[src/rtl/imem_pkg.sv]
// rtl/imem_pkg.sv - shared types and constants for the instruction-memory load controller
package imem_pkg;

  typedef enum logic [1:0] {
    IDLE = 2'd0,
    LOAD = 2'd1,
    RUN  = 2'd2
  } state_t;

  localparam logic [31:0] INST_NOP    = 32'h00000013;
  localparam int unsigned WORD_STRIDE = 4;
  localparam int unsigned WORD_SHIFT  = $clog2(WORD_STRIDE);

endpackage

[src/rtl/imem_load_ctrl_if.sv]
// rtl/imem_load_ctrl_if.sv - loader, fetch and ROM signals of imem_load_ctrl
// slave is the controller's view; master is the loader/core/ROM environment's view.
interface imem_load_ctrl_if #(
  parameter int ADDR_W = 32,
  parameter int CNT_W  = 9
);

  logic              load_start;
  logic              load_valid;
  logic [31:0]       load_data;
  logic              load_last;
  logic              load_ready;
  logic              load_done;
  logic              load_overflow;
  logic [CNT_W-1:0]  load_count;
  logic [31:0]       load_checksum;
  logic              cpu_run;
  logic              fetch_req;
  logic [ADDR_W-1:0] fetch_addr;
  logic              fetch_valid;
  logic [31:0]       fetch_inst;
  logic              fetch_fault;
  logic              rom_write_en;
  logic [ADDR_W-1:0] rom_wr_addr;
  logic [31:0]       rom_wr_inst;
  logic              rom_read_en;
  logic [ADDR_W-1:0] rom_rd_addr;
  logic [31:0]       rom_rd_inst;

  modport slave (
    input  load_start, load_valid, load_data, load_last,
    input  fetch_req, fetch_addr, rom_rd_inst,
    output load_ready, load_done, load_overflow, load_count, load_checksum, cpu_run,
    output fetch_valid, fetch_inst, fetch_fault,
    output rom_write_en, rom_wr_addr, rom_wr_inst, rom_read_en, rom_rd_addr
  );

  modport master (
    output load_start, load_valid, load_data, load_last,
    output fetch_req, fetch_addr, rom_rd_inst,
    input  load_ready, load_done, load_overflow, load_count, load_checksum, cpu_run,
    input  fetch_valid, fetch_inst, fetch_fault,
    input  rom_write_en, rom_wr_addr, rom_wr_inst, rom_read_en, rom_rd_addr
  );

endinterface

[src/rtl/imem_fetch_stage.sv]
// rtl/imem_fetch_stage.sv - one-cycle fetch register with fault check and NOP substitution
module imem_fetch_stage
  import imem_pkg::*;
#(
  parameter int ADDR_W = 32
) (
  input  logic              clk,
  input  logic              rst,
  input  logic              i_req,
  input  logic [ADDR_W-1:0] i_addr,
  input  logic [ADDR_W-1:0] i_limit,
  input  logic [31:0]       i_rom_inst,
  output logic              o_valid,
  output logic [31:0]       o_inst,
  output logic              o_fault
);

  logic        r_valid;
  logic        r_fault;
  logic [31:0] r_inst;
  logic        w_fault;

  // i_limit is the byte size of the loaded image; anything at or past it is unwritten ROM
  assign w_fault = (i_addr[1:0] != 2'b00) || (i_addr >= i_limit);

  always_ff @(posedge clk or posedge rst) begin
    if (rst) begin
      r_valid <= 1'b0;
      r_fault <= 1'b0;
      r_inst  <= 32'h0;
    end else begin
      r_valid <= i_req;
      r_fault <= i_req && w_fault;
      if (i_req) begin
        r_inst <= w_fault ? INST_NOP : i_rom_inst;
      end
    end
  end

  assign o_valid = r_valid;
  assign o_inst  = r_inst;
  assign o_fault = r_fault;

endmodule

[src/rtl/imem_load_ctrl.sv]
// rtl/imem_load_ctrl.sv - streams a program image into the instruction ROM, then releases the CPU
// Define IMEM_CHECKSUM_EN to build the running load_checksum adder.
module imem_load_ctrl
  import imem_pkg::*;
#(
  parameter int DEPTH_WORDS = 256,
  parameter int ADDR_W      = 32,
  parameter int CNT_W       = 9
) (
  input  logic             clk,
  input  logic             rst,
  imem_load_ctrl_if.slave  bus
);

  localparam logic [CNT_W-1:0] FULL_CNT = CNT_W'(DEPTH_WORDS);

  state_t            r_state;
  state_t            w_next;
  logic [CNT_W-1:0]  r_count;
  logic              r_overflow;
  logic              r_run;
  logic              r_wr_en;
  logic [ADDR_W-1:0] r_wr_addr;
  logic [31:0]       r_wr_inst;

  logic              w_ready;
  logic              w_accept;
  logic              w_drop;
  logic              w_fetch;
  logic [ADDR_W-1:0] w_limit;

  // load_start pre-empts whatever word is on the bus in the same cycle
  assign w_ready  = (r_state == LOAD) && (r_count < FULL_CNT);
  assign w_accept = (r_state == LOAD) && !bus.load_start && bus.load_valid && w_ready;
  assign w_drop   = (r_state == LOAD) && !bus.load_start && bus.load_valid && !w_ready;
  assign w_fetch  = (r_state == RUN) && bus.fetch_req;
  assign w_limit  = ADDR_W'(r_count) << WORD_SHIFT;

  always_ff @(posedge clk or posedge rst) begin
    if (rst) begin
      r_state <= IDLE;
    end else begin
      r_state <= w_next;
    end
  end

  always_comb begin
    w_next = r_state;
    case (r_state)
      IDLE: if (bus.load_start) w_next = LOAD;
      LOAD: begin
        if (bus.load_start) begin
          w_next = LOAD;
        end else if ((w_accept && bus.load_last) || w_drop) begin
          w_next = RUN;
        end
      end
      RUN:  if (bus.load_start) w_next = LOAD;
      default: w_next = IDLE;
    endcase
  end

  always_comb begin
    bus.load_ready  = w_ready;
    bus.rom_read_en = w_fetch;
    bus.rom_rd_addr = w_fetch ? bus.fetch_addr : '0;
  end

  always_ff @(posedge clk or posedge rst) begin
    if (rst) begin
      r_count    <= '0;
      r_overflow <= 1'b0;
      r_run      <= 1'b0;
      r_wr_en    <= 1'b0;
      r_wr_addr  <= '0;
      r_wr_inst  <= 32'h0;
    end else begin
      r_wr_en <= w_accept;
      if (w_accept) begin
        r_wr_addr <= w_limit;
        r_wr_inst <= bus.load_data;
      end
      if (bus.load_start) begin
        r_count    <= '0;
        r_overflow <= 1'b0;
      end else begin
        if (w_accept) r_count <= r_count + CNT_W'(1);
        if (w_drop)   r_overflow <= 1'b1;
      end
      // Lags state entry by one edge so the CPU wakes after the final write pulse
      r_run <= (r_state == RUN) && (w_next == RUN);
    end
  end

`ifdef IMEM_CHECKSUM_EN
  logic [31:0] r_checksum;

  always_ff @(posedge clk or posedge rst) begin
    if (rst) begin
      r_checksum <= 32'h0;
    end else if (bus.load_start) begin
      r_checksum <= 32'h0;
    end else if (w_accept) begin
      r_checksum <= r_checksum + bus.load_data;
    end
  end

  assign bus.load_checksum = r_checksum;
`else
  assign bus.load_checksum = 32'h0;
`endif

  assign bus.load_count    = r_count;
  assign bus.load_overflow = r_overflow;
  assign bus.load_done     = r_run;
  assign bus.cpu_run       = r_run;
  assign bus.rom_write_en  = r_wr_en;
  assign bus.rom_wr_addr   = r_wr_addr;
  assign bus.rom_wr_inst   = r_wr_inst;

  imem_fetch_stage #(
    .ADDR_W(ADDR_W)
  ) u_fetch (
    .clk        (clk),
    .rst        (rst),
    .i_req      (w_fetch),
    .i_addr     (bus.fetch_addr),
    .i_limit    (w_limit),
    .i_rom_inst (bus.rom_rd_inst),
    .o_valid    (bus.fetch_valid),
    .o_inst     (bus.fetch_inst),
    .o_fault    (bus.fetch_fault)
  );

endmodule
[src/flat_wrapper.sv]
// flat-port wrapper written by rule: the top's interface ports become plain ports
module imem_load_ctrl_flat import imem_pkg::*;
#(
  parameter int DEPTH_WORDS = 256,
  parameter int ADDR_W      = 32,
  parameter int CNT_W       = 9
)
  (clk, rst, bus_load_start, bus_load_valid, bus_load_data, bus_load_last, bus_fetch_req, bus_fetch_addr, bus_rom_rd_inst, bus_load_ready, bus_load_done, bus_load_overflow, bus_load_count, bus_load_checksum, bus_cpu_run, bus_fetch_valid, bus_fetch_inst, bus_fetch_fault, bus_rom_write_en, bus_rom_wr_addr, bus_rom_wr_inst, bus_rom_read_en, bus_rom_rd_addr);
  imem_load_ctrl_if #(.ADDR_W(ADDR_W), .CNT_W(CNT_W)) bus_i ();
  input  logic clk;
  input  logic rst;
  input wire logic [$bits(bus_i.load_start)-1:0] bus_load_start;
  input wire logic [$bits(bus_i.load_valid)-1:0] bus_load_valid;
  input wire logic [$bits(bus_i.load_data)-1:0] bus_load_data;
  input wire logic [$bits(bus_i.load_last)-1:0] bus_load_last;
  input wire logic [$bits(bus_i.fetch_req)-1:0] bus_fetch_req;
  input wire logic [$bits(bus_i.fetch_addr)-1:0] bus_fetch_addr;
  input wire logic [$bits(bus_i.rom_rd_inst)-1:0] bus_rom_rd_inst;
  output wire logic [$bits(bus_i.load_ready)-1:0] bus_load_ready;
  output wire logic [$bits(bus_i.load_done)-1:0] bus_load_done;
  output wire logic [$bits(bus_i.load_overflow)-1:0] bus_load_overflow;
  output wire logic [$bits(bus_i.load_count)-1:0] bus_load_count;
  output wire logic [$bits(bus_i.load_checksum)-1:0] bus_load_checksum;
  output wire logic [$bits(bus_i.cpu_run)-1:0] bus_cpu_run;
  output wire logic [$bits(bus_i.fetch_valid)-1:0] bus_fetch_valid;
  output wire logic [$bits(bus_i.fetch_inst)-1:0] bus_fetch_inst;
  output wire logic [$bits(bus_i.fetch_fault)-1:0] bus_fetch_fault;
  output wire logic [$bits(bus_i.rom_write_en)-1:0] bus_rom_write_en;
  output wire logic [$bits(bus_i.rom_wr_addr)-1:0] bus_rom_wr_addr;
  output wire logic [$bits(bus_i.rom_wr_inst)-1:0] bus_rom_wr_inst;
  output wire logic [$bits(bus_i.rom_read_en)-1:0] bus_rom_read_en;
  output wire logic [$bits(bus_i.rom_rd_addr)-1:0] bus_rom_rd_addr;
  assign bus_i.load_start = bus_load_start;
  assign bus_i.load_valid = bus_load_valid;
  assign bus_i.load_data = bus_load_data;
  assign bus_i.load_last = bus_load_last;
  assign bus_i.fetch_req = bus_fetch_req;
  assign bus_i.fetch_addr = bus_fetch_addr;
  assign bus_i.rom_rd_inst = bus_rom_rd_inst;
  assign bus_load_ready = bus_i.load_ready;
  assign bus_load_done = bus_i.load_done;
  assign bus_load_overflow = bus_i.load_overflow;
  assign bus_load_count = bus_i.load_count;
  assign bus_load_checksum = bus_i.load_checksum;
  assign bus_cpu_run = bus_i.cpu_run;
  assign bus_fetch_valid = bus_i.fetch_valid;
  assign bus_fetch_inst = bus_i.fetch_inst;
  assign bus_fetch_fault = bus_i.fetch_fault;
  assign bus_rom_write_en = bus_i.rom_write_en;
  assign bus_rom_wr_addr = bus_i.rom_wr_addr;
  assign bus_rom_wr_inst = bus_i.rom_wr_inst;
  assign bus_rom_read_en = bus_i.rom_read_en;
  assign bus_rom_rd_addr = bus_i.rom_rd_addr;
  imem_load_ctrl #(.DEPTH_WORDS(DEPTH_WORDS), .ADDR_W(ADDR_W), .CNT_W(CNT_W)) u_core (.clk(clk), .rst(rst), .bus(bus_i));
endmodule
[config.mk]
export PLATFORM = sky130hd
export DESIGN_NAME = imem_load_ctrl_flat
export DESIGN_NICKNAME = d
export VERILOG_FILES = /design/src/rtl/imem_pkg.sv /design/src/rtl/imem_load_ctrl_if.sv /design/src/rtl/imem_fetch_stage.sv /design/src/rtl/imem_load_ctrl.sv /design/src/flat_wrapper.sv
export SDC_FILE = /design/constraint.sdc
export NUM_CORES = 1
export LEC_CHECK = 0
export ABC_AREA = 1
export BUFFER_PORTS_ARGS = -buffer_cell sky130_fd_sc_hd__buf_2
export CORE_ASPECT_RATIO = 1.1
export CORE_MARGIN = 2
export CORE_UTILIZATION = 40
export DETAILED_ROUTE_END_ITERATION = 6
export PLACE_DENSITY = 0.79
export SYNTH_ARGS = -nofsm -noshare
export SYNTH_HDL_FRONTEND = slang
export SYNTH_SLANG_ARGS = --single-unit
[constraint.sdc]
create_clock -name clk -period 2.5 [get_ports clk]
set_input_delay 0.125 -clock clk [delete_from_list [all_inputs] [get_ports clk]]
set_output_delay 0.125 -clock clk [all_outputs]
set_load 0.02 [all_outputs]
==> flow_summary.rst <==
.. list-table::
   :header-rows: 1

   * - Metric
     - Value
   * - Result of the run
     - finished clean
   * - Endpoint kind of the worst setup timing path
     - flip-flop
   * - Predominant post-synthesis flop cell
     - sky130_fd_sc_hd__dfrtp_1
   * - Power after layout
     - 4.92 mW
   * - Commonest cells post-synth
     - sky130_fd_sc_hd__nand2_1 (228), sky130_fd_sc_hd__dfrtp_1 (89), sky130_fd_sc_hd__buf_4 (61)
   * - Startpoint class of the critical path
     - flip-flop
   * - Async set or reset register ratio after synthesis
     - 100%
   * - Antenna Nets Post-Route
     - 0
   * - Most area-hungry cell type in the Yosys netlist
     - sky130_fd_sc_hd__dfrtp_1
   * - Initial antenna violation count
     - 1
   * - Wire length of the first global-routing pass
     - 20.1 mm
   * - Crit path max fanout
     - 13
   * - Number of port buffers
     - 223
   * - Relative area change from synthesis to final layout
     - 35.8%
   * - Static Leak
     - ~4 nW
   * - Unrepaired setup endpoints after global routing
     - no
   * - Number of max-slew violations in the final report
     - 0
   * - Type of the tightest min-delay check
     - in2reg
   * - CTS max path bufs
     - 2
   * - Min Hold Slack
     - 0.0162 ns
   * - Die Area
     - about 13,000 um2
   * - Number of fillers in the final layout
     - approximately 1,100
   * - DP Wirelength
     - approximately 9.2 mm
   * - Critical path's largest stage delay
     - 0.44 ns
   * - Most common cell in the netlist
     - sky130_fd_sc_hd__nand2_1
   * - Flip-flop and latch count after synthesis
     - 89
   * - Initial standard-cell utilization of the core
     - about two fifths
   * - Category of the critical setup timing path
     - reg2reg
   * - Last weighted congestion value of the routability-driven placer
     - 0.798
   * - Worst voltage drop across the vdd grid
     - 599 uV
   * - Post-Syn Area per Cell
     - 7.82 um2
   * - CP max-delay cell
     - sky130_fd_sc_hd__dfrtp_1
   * - Overall global routing resource usage
     - around 20%
   * - Overall overflow remaining after global route
     - 0
   * - Final Non-Filler Cells
     - 1,011
   * - Final count of hold timing violations
     - 0
   * - First-pass iteration count of the detailed router
     - 5
   * - Arithmetic-cell share of the synthesized area counting full adders, half adders and majority gates
     - 2.64%
   * - Placement row count
     - 41
   * - Total placed instance area
     - 5770 um2
   * - I/O Pins
     - 279
   * - Netlist Area Pre-Place
     - 4730 um2
   * - Worst-margin pin slew
     - 0.607 ns
   * - Portion of synthesized cell area occupied by the leading cell type
     - 47.1%
   * - Worst-skew pair later-pin latency
     - 0.34 ns
   * - Placeable Area
     - 11,500 um2
   * - Post-DR vias/cell
     - 4.41
   * - Max-slew headroom at the worst pin
     - 59.5%
   * - Clock tree sinks
     - 89
   * - H-Tree Level Count
     - 3
   * - Final routed wire length divided by cell count
     - 12.8 um
   * - Starting DRT DRC Count
     - 218
   * - Non-Filler Cell Area, Final
     - 6430 um2
   * - Leading cell types by total area after synthesis
     - sky130_fd_sc_hd__dfrtp_1 (47%), sky130_fd_sc_hd__nand2_1 (18%), sky130_fd_sc_hd__buf_4 (9.7%)
   * - Number of distinct library cells after synthesis
     - 27
   * - Number of synthesis warnings
     - 0
   * - Sequential area share after synthesis
     - 47.1%
   * - Post-Place Cells
     - 960
   * - Multiplexer share of the synthesized area
     - 0.634%
   * - Fraction of the mapped netlist area in compound gates
     - about 2.6%
   * - Horizontal die dimension
     - about 110 um
   * - Post-synthesis instance total
     - 605
   * - Min cycle time layout
     - 2.03 ns
   * - Combinational family with the most area after synthesis
     - simple AND/OR/NAND/NOR gates
   * - Pin count of the biggest net entering global routing
     - 56
   * - CTS tree
     - yes
   * - Worst Path Arrival
     - 2.30 ns
   * - Number of enable flip-flop cells after synthesis
     - 0
   * - Post-Synth Simple-Gate Area
     - 30.1%
   * - Wirelength, routed
     - 12.9 mm
   * - Number of global-route vias before repair
     - between 4,000 and 5,000
   * - Total power divided by cell area
     - 765 nW/um2
   * - Worst clock skew on the final layout
     - around 0.0065 ns
   * - Timing-limited maximum frequency
     - approximately 490 MHz
   * - Final net count
     - 967
   * - Total clock buffers created by CTS
     - 9
   * - Cells traversed along the worst timing path
     - inv_1 -> ha_1 -> nand2_1 -> nand2_1 -> a21oi_1 -> nand2_1 -> nand2_1 -> buf_4 -> nand3b_1 -> nand2_1
   * - Number of setup violations in the final report
     - 0
   * - Overall via count from detail_route
     - ~4,500
   * - Clk pin slew, worst setup/hold paths
     - ~0.06 ns
   * - Setup repair bufs after CTS
     - 0
   * - Cell mode on critical path
     - sky130_fd_sc_hd__nand2_1
   * - Required time of the critical path
     - 2.77 ns
   * - Remaining DRCs
     - 0
   * - XOR/XNOR share of the synthesized area
     - less than 1%
   * - Max-cap violations
     - 0
   * - Accumulated negative setup slack
     - 0 ns
   * - Final period utilization
     - 81.0%
   * - Clock Root Buffer
     - sky130_fd_sc_hd__clkbuf_16
   * - Die Y-Extent
     - 118 um
   * - Fraction of layout instances using a drive strength above 1
     - 29.9%
[power by group]
| part | total, mW | internal [mW] | switching (mW) | leakage, nW |
|---|---|---|---|---|
| sequential | 1.94 | 1.76 | 0.186 | 1.18 |
| combinational | 1.58 | 0.522 | 1.05 | 2.59 |
| clock | 1.40 | 0.836 | 0.564 | 0.157 |
[what timing repair did]
action                    CTS  global route
hold buffers               34             0
hold endpoints to repair   68             0
gates resized for setup     0             0
[through the flow]
stage / util (%) / setup slack, ns
2_1_floorplan: - / 0.0681
3_3_place_gp: 50.2 / 0.514
3_5_place_dp: 50.2 / 0.471
4_1_cts: 55.9 / 0.450
5_1_grt: 55.9 / 0.253
6_report: 55.9 / 0.474
[cell families (layout without fill, tap and decap cells)]
logic type,Yosys count,in the layout
compound gates,24,24
other cells,1,56
buf+inv,142,343
fa+ha+maj,10,10
flops,89,89
simple gates,335,335
xor+xnor,1,1
mux,3,3
[cells in the final DEF (no fill, tap or decap), drive strengths merged]
cell         count
a21boi           1
a21oi            5
and3             1
buf            233
bufinv           1
clkbuf          11
clkinv           3
conb            55
dfrtp           89
diode            1
dlygate4sd3     34
ha              10
inv             61
mux2i            3
nand2          230
nand3           13
nand3b          29
nand4            7
nor2            53
nor3             1
nor4             1
o21ai           18
xor2             1
[registers in the layout (all words and copies together) (netlist names)]
signal and flops:
u_core.bus.rom_wr_addr 9, u_core.r_state 2, u_core.bus.rom_write_en 1, u_core.bus.cpu_run 1, u_core.u_fetch.o_inst 32, u_core.bus.load_count 9
u_core.u_fetch.o_valid 1, u_core.bus.rom_wr_inst 32, u_core.bus.load_overflow 1, u_core.u_fetch.o_fault 1
[final timing paths]
| kind | startpoint | endpoint | slack, ns | cells past startpoint |
|---|---|---|---|---|
| max in group asynchronous | rst | u_core.bus.load_count[0]$_DFFE_PP0P_ | 1.41 | 4 |
| min in group asynchronous | rst | u_core.bus.rom_wr_inst[12]$_DFFE_PP0P_ | 0.40 | 3 |
| worst min-delay path | bus_rom_rd_inst[1] | u_core.u_fetch.o_inst[1]$_DFFE_PP0P_ | 0.02 | 3 |
| worst min register to register | u_core.u_fetch.o_inst[12]$_DFFE_PP0P_ | u_core.u_fetch.o_inst[12]$_DFFE_PP0P_ | 0.48 | 2 |
| worst max-delay path | u_core.bus.load_count[3]$_DFFE_PP0P_ | u_core.u_fetch.o_inst[5]$_DFFE_PP0P_ | 0.47 | 10 |
| worst max register to register | u_core.bus.load_count[3]$_DFFE_PP0P_ | u_core.u_fetch.o_inst[5]$_DFFE_PP0P_ | 0.47 | 10 |
[worst max-delay path: cells and delay by family, from the launching register on]
family                   cells  cell delay (ns)
adder cells (fa/ha/maj)      1             0.32
AND/OR/NAND/NOR              6             0.70
flip-flops                   1             0.44
AO/OA/AOI/OAI                1             0.11
buffers and inverters        2             0.39
[per-layer routing]
metal  vias up  share of wire [%]  track usage, %
li1       2233                  -               -
met1      1999                 36            22.1
met2       208                 54            37.5
met3        17                7.9            4.54
met4         0                1.6            6.73
met5         -                  0               0
[area by class of cell]
cell class                 count  area (um2)  area share (%)
antenna                        1        2.50          0.0389
inverter                      60         226            3.52
clock buffer                  11         253            3.93
tap                          150         188            2.92
multi-input combinational    428        1920            29.9
timing repair buffer         267        1540            24.0
sequential                    89        2230            34.7
clock inverter                 5        61.3           0.954
(Power assumes the default switching activity.)
